===== config.mk =====
export PLATFORM = sky130hd
export DESIGN_NAME = mult_pipe_chain
export DESIGN_NICKNAME = d
export VERILOG_FILES = /design/src/rtl/mult_pipe_chain.sv
export SDC_FILE = /design/constraint.sdc
export NUM_CORES = 1
export LEC_CHECK = 0
export BUFFER_PORTS_ARGS = -buffer_cell sky130_fd_sc_hd__buf_2
export CORE_ASPECT_RATIO = 0.7
export CORE_MARGIN = 2
export CORE_UTILIZATION = 58
export CTS_CLUSTER_SIZE = 28
export DETAILED_ROUTE_END_ITERATION = 12
export PLACE_DENSITY_LB_ADDON = 0.3
export SLEW_MARGIN = 20
export SYNTH_ARGS = -nofsm -noshare
export SYNTH_HDL_FRONTEND = slang
export SYNTH_SLANG_ARGS = --single-unit

===== constraint.sdc =====
create_clock -name clk -period 8 [get_ports clk]
set_input_delay 0 -clock clk [delete_from_list [all_inputs] [get_ports clk]]
set_output_delay 0 -clock clk [all_outputs]
set_load 0.01 [all_outputs]

===== src/rtl/mult_pipe_chain.sv =====
// Parametrised register chain from the multiply unit to register-file writeback.
// Tracks per-stage valid bits and occupancy, supports stall/flush, and flags RAW hazards.
module mult_pipe_chain #(
  parameter int unsigned DEPTH  = 5,
  parameter int unsigned DATA_W = 32,
  parameter int unsigned ADDR_W = 5,
  parameter int unsigned CNT_W  = 5
) (
  input  logic              clk,
  input  logic              rst,
  input  logic              stall,
  input  logic              flush,
  input  logic              in_valid,
  input  logic              regwrite_in,
  input  logic [ADDR_W-1:0] wreg_in,
  input  logic [DATA_W-1:0] result_in,
  input  logic              zero_in,
  input  logic              overflow_in,
  input  logic [ADDR_W-1:0] src_a,
  input  logic [ADDR_W-1:0] src_b,
  output logic              out_valid,
  output logic              regwrite_out,
  output logic [ADDR_W-1:0] wreg_out,
  output logic [DATA_W-1:0] result_out,
  output logic              zero_out,
  output logic              overflow_out,
  output logic              hazard_a,
  output logic              hazard_b,
  output logic              busy,
  output logic [CNT_W-1:0]  occupancy
);

  logic [DEPTH-1:0]  v_q, v_d;
  logic [DEPTH-1:0]  rw_q, rw_d;
  logic [DEPTH-1:0]  z_q, z_d;
  logic [DEPTH-1:0]  ov_q, ov_d;
  logic [ADDR_W-1:0] wreg_q [DEPTH];
  logic [ADDR_W-1:0] wreg_d [DEPTH];
  logic [DATA_W-1:0] res_q  [DEPTH];
  logic [DATA_W-1:0] res_d  [DEPTH];
  logic [CNT_W-1:0]  occ_q, occ_d;

  // Flush only kills valid/write bits; stale data in invalid stages is harmless.
  always_comb begin
    v_d    = v_q;
    rw_d   = rw_q;
    z_d    = z_q;
    ov_d   = ov_q;
    wreg_d = wreg_q;
    res_d  = res_q;
    if (flush) begin
      v_d  = '0;
      rw_d = '0;
    end else if (!stall) begin
      v_d[0]    = in_valid;
      rw_d[0]   = in_valid & regwrite_in;
      z_d[0]    = zero_in;
      ov_d[0]   = overflow_in;
      wreg_d[0] = wreg_in;
      res_d[0]  = result_in;
      for (int i = 1; i < DEPTH; i++) begin
        v_d[i]    = v_q[i-1];
        rw_d[i]   = rw_q[i-1];
        z_d[i]    = z_q[i-1];
        ov_d[i]   = ov_q[i-1];
        wreg_d[i] = wreg_q[i-1];
        res_d[i]  = res_q[i-1];
      end
    end
  end

  // Occupancy is the popcount of the next valid vector, so it never exceeds DEPTH.
  always_comb begin
    occ_d = '0;
    for (int i = 0; i < DEPTH; i++) begin
      occ_d = occ_d + CNT_W'(v_d[i]);
    end
  end

  always_ff @(posedge clk or posedge rst) begin
    if (rst) begin
      v_q   <= '0;
      rw_q  <= '0;
      z_q   <= '0;
      ov_q  <= '0;
      occ_q <= '0;
      for (int i = 0; i < DEPTH; i++) begin
        wreg_q[i] <= '0;
        res_q[i]  <= '0;
      end
    end else begin
      v_q    <= v_d;
      rw_q   <= rw_d;
      z_q    <= z_d;
      ov_q   <= ov_d;
      occ_q  <= occ_d;
      wreg_q <= wreg_d;
      res_q  <= res_d;
    end
  end

  always_comb begin
    hazard_a = 1'b0;
    hazard_b = 1'b0;
    for (int i = 0; i < DEPTH; i++) begin
      if (v_q[i] && rw_q[i] && (wreg_q[i] == src_a) && (src_a != '0)) hazard_a = 1'b1;
      if (v_q[i] && rw_q[i] && (wreg_q[i] == src_b) && (src_b != '0)) hazard_b = 1'b1;
    end
  end

  // Writeback is gated combinationally so a held entry writes exactly once, when it leaves.
  assign out_valid    = v_q[DEPTH-1];
  assign regwrite_out = v_q[DEPTH-1] & rw_q[DEPTH-1] & ~stall & ~flush;
  assign wreg_out     = wreg_q[DEPTH-1];
  assign result_out   = res_q[DEPTH-1];
  assign zero_out     = z_q[DEPTH-1];
  assign overflow_out = ov_q[DEPTH-1];
  assign occupancy    = occ_q;
  assign busy         = (occ_q != '0);

endmodule


==> key figures, run 1 <==
Synthesis
  • Post-Synth Adder-Cell Area: 0.601%
  • Synth Area in XOR/XNOR: 4.81%
  • Largest family of logic cells by synthesized area: multiplexers
  • Post-Syn Area per Cell: 14.9 um2
  • Post-Synthesis Cells: 587
  • Synth area leaders: dfrtp_1 (59%), mux2_2 (24%), buf_4 (4.5%)
  • Syn. warnings: 0
  • Post-synth top area share: 59.5%
  • Compound-Gate Fraction of Synth Area: 0.844%
  • Yosys top cell by area: dfrtp_1
  • Top_reg_cell synth: dfrtp_1
  • Post-synthesis simple-gate area fraction: 2.46%
  • Post-synth top cells: dfrtp_1 (208), mux2_2 (183), buf_4 (53)
  • Cell Area, Synth: 8750 um2
  • Mux cell area share after synthesis: 25.9%
  • Cell variety after synth: 31
  • Post-synth EDFFs: 0
  • Synthesized flop and latch total: 208
  • Most common cell in the synthesized netlist: dfrtp_1
  • Register area share after synthesis: 59.5%
  • Ys async rst share: 100%

Timing
  • Final worst slack: 5.83 ns
  • Hold Vio Cnt, Final: 0
  • Final setup fails: 0
  • Slew Limit Fails: 0
  • RSZ-0062 raised after global routing: no
  • Final period util: 27.2%
  • Final min period: 2.17 ns
  • Worst Tran Pin Value: 0.832 ns
  • Final clock skew: 0.00613 ns
  • Max_slew headroom: 44.6%
  • Max Fclk: 460 MHz
  • Total Neg Setup Slack: 0 ns

Clock network
  • Clock sink count: 208
  • Clk buf depth: 3
  • Clk Tree Root Cell: clkbuf_16
  • Post-CTS Repair Setup Buffers: 0
  • Worst skew pair latency: 0.48 ns
  • H-tree levels: 1
  • CTS buffer count: 21
  • CTS tree: built
  • Clk pin slew, worst setup/hold paths: 0.06 ns

Setup path
  • Top fanout value on the critical path: 4
  • Buf/Inv on CP: 1
  • Worst Setup End Kind: primary output
  • WP depth: 6
  • Reg2reg path depth: 5
  • Crit start category: register
  • Worst EP required: 8.00 ns
  • Slowest stage delay, CP: 0.53 ns
  • Crit Path Category: reg -> out
  • Crit path DAT: 2.17 ns
  • Reg2Reg Setup Slack: 6.04 ns
  • RR Endpoint: occupancy[1]$_DFF_PP0_
  • Cell family with most CP delay: simple AND/OR/NAND/NOR gates
  • CP Cell Sequence: xor2_1, nor4_1, nand4_1, nand3_1, o22a_2, buf_2
  • Reg-to-Reg Start: v_q[0]$_DFF_PP0_
  • Slowest-stage cell, CP: nor4_1

Floorplanning
  • Core ar.: 14700 um2
  • Row Count: 37
  • Die height: 107 um
  • Die Wd: 151 um
  • IO Count: 104
  • Initial core utilization: 59.4%
  • Die area: 16100 um2

Final layout
  • Final #Nets: 745
  • N_diodes: 0
  • Area delta synth->final: 16.3%
  • Ratio of cells with drive above 1 in the final layout: 46.2%
  • Final instance area: 10200 um2

Drt
  • Wire per inst: 16.4 um
  • DRT antenna net count: 0
  • # DRC: 0
  • DR vias/cell: 5.26
  • DR iter-0 viols: 218
  • Total Wirelength: 14700 um
  • Drt first pass iters: 4
  • Vias: 4699

Global route
  • Vias in the first global route: 4904
  • Met2 usage: 30.2%
  • First-pass GRT wire length: 24200 um
  • M1 GR Usage: 26.2%
  • Initial antenna violation count: 0
  • Busiest grt layer: met2
  • Gr ovfl total: 0
  • Gr usage total: 18.8%
  • Largest net degree at the start of global routing: 115
  • Met3 Track Usage GR: 4.51%

Placement
  • Placed inst area: 9030 um2
  • Place WS: 6.02 ns
  • GPL Wtd Cong: 0.852
  • DPL Wire Length: 9250 um
  • Port Buffers: 101

Status
  • Outcome: finished, final reports clean

Power
  • Leakage: 4.57 nW
  • Max VDD drop: 0.188 mV
  • Pwr/cell area: 313 nW/um2

Hold path
  • Hold_sp: stall
  • Hold Path End: rw_q[1]$_DFFE_PP0P_
  • Hold Path Stages: 3
  • Tightest Hold Check Type: in -> reg

Run
  • Maxcap violations: 0
==> layout by cell type (no fill, tap or decap), types with 4 or more instances in the layout <==
cell type	netlist	layout
clkbuf_8	0	5
mux2_2	183	183
nor2_1	11	11
dfrtp_1	208	208
nand4_1	9	9
xor2_1	31	31
nand2_1	4	4
dlygate4sd3_1	0	45
buf_2	16	101
xnor2_1	17	17
nor4_1	7	7
mux2_1	10	10
clkbuf_16	0	21
mux2i_1	9	9
==> where the power goes <==
group | leakage [nW] | internal, W | switching (W) | total [W]
combinational | 1.73 | 0.000382 | 0.000262 | 0.000644
sequential | 2.50 | 0.00138 | 0.000203 | 0.00158
clock | 0.338 | 0.000590 | 0.000376 | 0.000966
total | 4.57 | 0.00235 | 0.000840 | 0.00319
==> stage by stage <==
step                      total power (W)  std cells  utilization (%)  hold slack, ns
after global routing              0.00337        894             69.1          0.0267
after detailed placement          0.00223        814             61.3           0.219
after CTS                         0.00323        894             69.1        0.000368
after floorplan                   0.00212        588                -          0.0544
after global placement            0.00218        814             61.3           0.189
final                             0.00319        894             69.1         0.00518
==> worst register-to-register path, cell delays in order, from the launching register on <==
cell and delay (ns):
dfrtp_1 0.41, mux2i_1 0.10, nor2_1 0.20, fa_1 0.46, fa_1 0.38, ha_1 0.29
==> flip-flops by register name, indices dropped and copies added (netlist names) <==
name,count
occupancy,3
ov_q,5
res_q,128
result_out,32
rw_q,5
v_q,5
wreg_out,5
wreg_q,20
z_q,5
==> per-layer routing <==
metal / part of all wire [%] / routed length, um / up-vias
li1: - / - / 2189
met1: 45 / 6620 / 2385
met2: 47 / 6920 / 100
met3: 5.7 / 831 / 25
met4: 1.9 / 277 / 0
met5: 0 / 0 / -
==> kinds of logic after synthesis <==
| logic type | count (synthesis) |
|---|---|
| mux | 202 |
| simple gates | 40 |
| buf+inv | 76 |
| other cells | 1 |
| flops | 208 |
| fa+ha+maj | 3 |
| xor+xnor | 48 |
| compound gates | 9 |
==> cell type report <==
| cell class | instances | area [um2] |
|---|---|---|
| Clock buffer | 29 | 606 |
| Clock inverter | 6 | 82.6 |
| Fill cell | 995 | 4540 |
| Inverter | 3 | 18.8 |
| Multi-Input combinational cell | 304 | 3030 |
| Sequential cell | 208 | 5200 |
| Tap cell | 195 | 244 |
| Timing Repair Buffer | 149 | 990 |
==> what timing repair did <==
action,4_1_cts,5_1_grt
hold endpoints to repair,162,0
resized for setup,0,0
hold buffers,45,0
==> worst max path at each step <==
stage	slack [ns]	from	endpoint
floorplan	2.32	rst	occupancy[0]$_DFF_PP0_
global placement	6.09	stall	result_out[14]$_DFFE_PP0P_
detailed placement	6.02	stall	result_out[17]$_DFFE_PP0P_
CTS	5.87	wreg_q[18]$_DFFE_PP0P_	hazard_a
global route	5.74	wreg_q[22]$_DFFE_PP0P_	hazard_b
finish	5.83	wreg_q[18]$_DFFE_PP0P_	hazard_a
No activity file was read; power rests on OpenSTA's default activity.
==> run 2, diff against run 1 <==
--- a/config.mk
+++ b/config.mk
@@ -8,7 +8,7 @@
 export BUFFER_PORTS_ARGS = -buffer_cell sky130_fd_sc_hd__buf_2
 export CORE_ASPECT_RATIO = 0.7
 export CORE_MARGIN = 2
-export CORE_UTILIZATION = 58
+export CORE_UTILIZATION = 52
 export CTS_CLUSTER_SIZE = 28
 export DETAILED_ROUTE_END_ITERATION = 12
 export PLACE_DENSITY_LB_ADDON = 0.3
==> constraint.sdc (replaced) <==
create_clock -name clk -period 2 [get_ports clk]
set_input_delay 0 -clock clk [delete_from_list [all_inputs] [get_ports clk]]
set_output_delay 0 -clock clk [all_outputs]
set_load 0.01 [all_outputs]
==> key figures, run 2 (same netlist as run 1, synthesis figures left out) <==
Drt
  • Vias: 4752
  • DR iter-0 viols: 221
  • Total Wirelength: 15100 um
  • # DRC: 0
  • DR vias/cell: 5.06
  • DRT antenna net count: 0
  • Drt first pass iters: 5
  • Wire per inst: 16.1 um

Status
  • Outcome: complete, but fails checks
  • Failing checks: negative setup slack

Floorplanning
  • Die Wd: 159 um
  • Core ar.: 16400 um2
  • Die area: 17900 um2
  • Row Count: 39
  • Die height: 113 um
  • IO Count: 104
  • Initial core utilization: 53.4%

Final layout
  • N_diodes: 0
  • Ratio of cells with drive above 1 in the final layout: 48.6%
  • Final #Nets: 759
  • Commonest non-fill, non-tap cell in the layout: dfrtp_1
  • Largest register by flop count: res_q
  • Area delta synth->final: 19.1%
  • Most frequent cells in the layout: dfrtp_1 (206), mux2_2 (183), buf_2 (100)
  • Largest register FFs: 128
  • Final instance area: 10400 um2

Setup path
  • Reg2Reg Setup Slack: 0.03 ns
  • Crit start category: register
  • Top fanout value on the critical path: 3
  • Worst Setup End Kind: primary output
  • Worst EP required: 2.00 ns
  • Crit path DAT: 2.00 ns
  • Reg-to-Reg Start: v_q[3]$_DFF_PP0_
  • Crit Path Category: reg -> out
  • Reg2reg path depth: 5
  • Crit. Startpoint: wreg_q[17]$_DFFE_PP0P_
  • RR Endpoint: occupancy[1]$_DFF_PP0_

Timing
  • Worst Tran Pin Value: 0.656 ns
  • Slew Limit Fails: 0
  • Final setup fails: 1
  • RSZ-0062 raised after global routing: yes
  • Hold slack: 0.160 ns
  • Max Fclk: 499 MHz
  • Max_slew headroom: 56.2%
  • Final min period: 2.00 ns
  • Hold Vio Cnt, Final: 0
  • Final worst slack: -0.00214 ns
  • Final period util: 100%
  • Final clock skew: 0.00738 ns

Clock network
  • Clk buf depth: 3
  • Worst skew pair latency: 0.48 ns
  • Clk Tree Root Cell: clkbuf_16
  • CTS buffer count: 20
  • CTS tree: built
  • Clk pin slew, worst setup/hold paths: 0.06 ns
  • H-tree levels: 1
  • Clock sink count: 208

Global route
  • First-pass GRT wire length: 25600 um
  • Largest net degree at the start of global routing: 80
  • Gr usage total: 17.5%
  • Initial antenna violation count: 0
  • Gr ovfl total: 0
  • Vias in the first global route: 5093

Power
  • Leakage: 4.66 nW
  • Pwr/cell area: 1220 nW/um2
  • Max VDD drop: 0.695 mV

Placement
  • GPL Wtd Cong: 0.853
  • DPL Wire Length: 10000 um
  • Placed inst area: 9230 um2
  • Place WS: 0.0654 ns
  • Port Buffers: 101

Hold path
  • Tightest Hold Check Type: in -> async

Run
  • Maxcap violations: 0
run 2: changes by cell type in the layout (fill, tap and decap cells not counted), moves of 2 or more:
cell,before,now
buf_6,3,1
dfrtp_2,0,2
nor4_2,0,4
bufinv_16,2,0
dfrtp_1,208,206
clkbuf_8,5,8
nor4_1,7,3
buf_4,0,12
buf_12,0,7
run 2: cell type report:
type                       instances  area, um2
clock inverter                     3       17.5
timing repair buffer             164       1180
sequential                       208       5210
tap                              225        282
fill                            1266       5980
multi-input combinational        304       3070
clock buffer                      32        647
inverter                           3       15.0
run 2: repair_timing:
item	CTS	global route
gates resized for setup	3	6
hold buffers	44	0
setup endpoints to repair	2	3
buffers inserted	3	2
endpoints found under the hold margin	70	0
pin swaps	12	10
run 2: layer usage:
layer	routed length [um]	global-route usage [%]	part of all wire, %	up-vias
met2	6890	27.3	46	126
met1	7130	25.4	47	2393
met3	880	3.95	5.8	18
met4	191	3.64	1.3	0
met5	0	0	0	-
li1	-	-	-	2215
run 2: worst max path at each step:
stage,end,slack (ns)
2_1_floorplan,occupancy[0]$_DFF_PP0_,-0.70
3_3_place_gp,occupancy[1]$_DFF_PP0_,0.11
3_5_place_dp,occupancy[1]$_DFF_PP0_,0.07
4_1_cts,hazard_b,-0.001
5_1_grt,hazard_b,-0.1
6_report,hazard_a,-0.002
run 2: power breakdown:
part / leakage (nW) / switching [W] / internal (W)
registers: 2.50 / 0.000792 / 0.00551
clock network: 0.328 / 0.00150 / 0.00221
logic: 1.84 / 0.00110 / 0.00160
run 2: critical path, stage by stage, from the launching register on:
cell	delay, ns
dfrtp_1	0.42
xor2_1	0.17
nor4_2	0.42
nand4_1	0.14
nand3_1	0.12
o22a_2	0.16
buf_6	0.09
run 2: per-stage QoR:
stage	setup TNS (ns)	power, W	utilization, %	cells
final	-0.00214	0.0127	63.5	939
after global routing	-0.223	0.0134	63.5	939
after CTS	-0.000978	0.0129	63.3	937
after detailed placement	0	0.00898	56.3	855
after global placement	0	0.00879	56.3	855
after floorplan	-145.65	0.00849	-	588
==> run 3, diff against run 2 <==
--- a/config.mk
+++ b/config.mk
@@ -11,6 +11,7 @@
 export CORE_UTILIZATION = 52
 export CTS_CLUSTER_SIZE = 28
 export DETAILED_ROUTE_END_ITERATION = 12
+export GPL_TIMING_DRIVEN = 0
 export PLACE_DENSITY_LB_ADDON = 0.3
 export SLEW_MARGIN = 20
 export SYNTH_ARGS = -nofsm -noshare
==> key figures, run 3 (same netlist as run 1, synthesis figures left out) <==
Power
  • Leakage: 4.97 nW
  • Max VDD drop: 0.786 mV
  • Power Total: 0.0136 W
  • Sw power: 0.00361 W
  • Switching part of the total: 26.6%
  • Seq pwr share: 46.8%
  • Clk pwr share: 29.2%
  • Pwr/cell area: 1240 nW/um2
  • Comb power frac: 23.9%
  • Internal power: 0.00995 W

Global route
  • Vias in the first global route: 5487
  • Gr usage total: 19.9%
  • Largest net degree at the start of global routing: 36
  • Gr ovfl total: 0
  • First-pass GRT wire length: 28500 um
  • Initial antenna violation count: 0

Setup path
  • Worst Setup End Kind: primary output
  • CP Cell Sequence: xor2_2, nor4_4, nand4_1, nand3_1, o22a_2, buf_2
  • Crit start category: register
  • Buf/Inv on CP: 1
  • Top fanout value on the critical path: 4
  • Slowest stage delay, CP: 0.45 ns
  • Crit path DAT: 1.98 ns
  • Cell family with most CP delay: simple AND/OR/NAND/NOR gates
  • Crit Path Category: reg -> out
  • Slowest-stage cell, CP: dfrtp_2
  • Worst EP required: 2.00 ns

Status
  • Outcome: finished, final reports clean

Timing
  • RSZ-0062 raised after global routing: yes
  • Final setup fails: 0
  • Slew Limit Fails: 0
  • Worst Tran Pin Value: 0.517 ns
  • Max_slew headroom: 65.5%
  • Final clock skew: 0.0136 ns
  • Final worst slack: 0.0244 ns
  • Max Fclk: 506 MHz
  • Final min period: 1.98 ns
  • Total Neg Setup Slack: 0 ns
  • Hold Vio Cnt, Final: 0
  • Final period util: 98.8%

Hold path
  • Tightest Hold Check Type: in -> reg

Clock network
  • Clk buf depth: 3
  • Clock sink count: 208
  • Clk pin slew, worst setup/hold paths: 0.06 ns
  • H-tree levels: 1
  • Worst skew pair latency: 0.49 ns
  • CTS tree: built
  • Clk Tree Root Cell: clkbuf_16
  • CTS buffer count: 21

Placement
  • Place WS: -0.0364 ns
  • Port Buffers: 90
  • DPL Wire Length: 11600 um
  • GPL Wtd Cong: 0.902

Drt
  • DRT antenna net count: 0
  • Wire per inst: 17.1 um
  • Total Wirelength: 17100 um
  • DR iter-0 viols: 199
  • Vias: 5099
  • Drt first pass iters: 4
  • # DRC: 0
  • DR vias/cell: 5.11

Final layout
  • Area delta synth->final: 24.7%
  • Largest register by flop count: res_q
  • Final #Nets: 817
  • Ratio of cells with drive above 1 in the final layout: 53.0%
  • Final Util: 66.6%
  • Commonest non-fill, non-tap cell in the layout: dfrtp_1
  • Most frequent cells in the layout: dfrtp_1 (203), mux2_2 (183), buf_2 (106)
  • Largest register FFs: 128
  • N_diodes: 0

Floorplanning
  • Die height: 113 um
  • Die Wd: 159 um
  • Die area: 17900 um2
  • Row Count: 39
  • Core ar.: 16400 um2
  • Initial core utilization: 53.4%
  • IO Count: 104

Run
  • Maxcap violations: 0
-- run 3: changes by cell type in the layout (fill, tap and decap cells not counted), sizes merged --
cell / change
buf: +54
bufinv: +3
clkbuf: -1
clkinv: +3
clkinvlp: -1
inv: +1
-- run 3: worst paths after layout --
check	startpoint	to	slack (ns)	depth (start not counted)
min in group asynchronous	rst	res_q[159]$_DFFE_PP0P_	0.09	3
max in group asynchronous	rst	v_q[2]$_DFF_PP0_	0.78	7
worst min-delay path	flush	rw_q[2]$_DFFE_PP0P_	0.05	3
worst max register to register	v_q[3]$_DFF_PP0_	occupancy[1]$_DFF_PP0_	0.08	5
worst max-delay path	wreg_q[17]$_DFFE_PP0P_	hazard_a	0.02	6
worst min register to register	res_q[128]$_DFFE_PP0P_	res_q[128]$_DFFE_PP0P_	0.48	1
-- run 3: metrics by stage --
step / cell area (um2) / hold WS, ns / std cells
2_1_floorplan: 8760 / 0.0544 / 588
3_3_place_gp: 9490 / 0.230 / 903
3_5_place_dp: 9650 / 0.0616 / 910
4_1_cts: 10800 / 0.0331 / 991
5_1_grt: 10900 / 0.0941 / 998
6_report: 10900 / 0.0505 / 998
-- run 3: timing repair --
action                                  CTS  global route
endpoints found under the setup margin    2             4
pin swaps                                 0            11
hold endpoints to repair                 83             0
buffers inserted                          0             7
resized for setup                         5            12
hold buffers                             44             0
-- run 3: final cells by class --
type | count | area (um2)
fillers | 1204 | 5480
flip-flops and latches | 208 | 5210
multi-input cells | 304 | 3100
repair buffers | 148 | 1110
clock buffers | 28 | 572
plain buffers | 73 | 503
well taps | 225 | 282
clock inverters | 9 | 124
inverters | 3 | 15.0
-- run 3: metal layers --
layer | GRT usage (%) | part of all wire [%] | vias to the layer above
li1 | - | - | 2348
met1 | 29.9 | 48 | 2613
met2 | 30.7 | 45 | 111
met3 | 3.44 | 5.0 | 27
met4 | 4.12 | 1.6 | 0
met5 | 0 | 0 | -
-- run 3: power groups by stage --
stage          clock network (W)  logic [W]  registers (W)
2_1_floorplan                  0    0.00237        0.00612
3_3_place_gp                   0    0.00298        0.00633
3_5_place_dp                   0    0.00314        0.00641
4_1_cts                  0.00405    0.00326        0.00635
5_1_grt                  0.00425    0.00356        0.00653
6_report                 0.00396    0.00325        0.00635
-- run 3: tightest hold or removal path: cells and delay by family --
family | cells | cell delay [ns]
buf+inv | 2 | 0.35
simple gates | 1 | 0.15
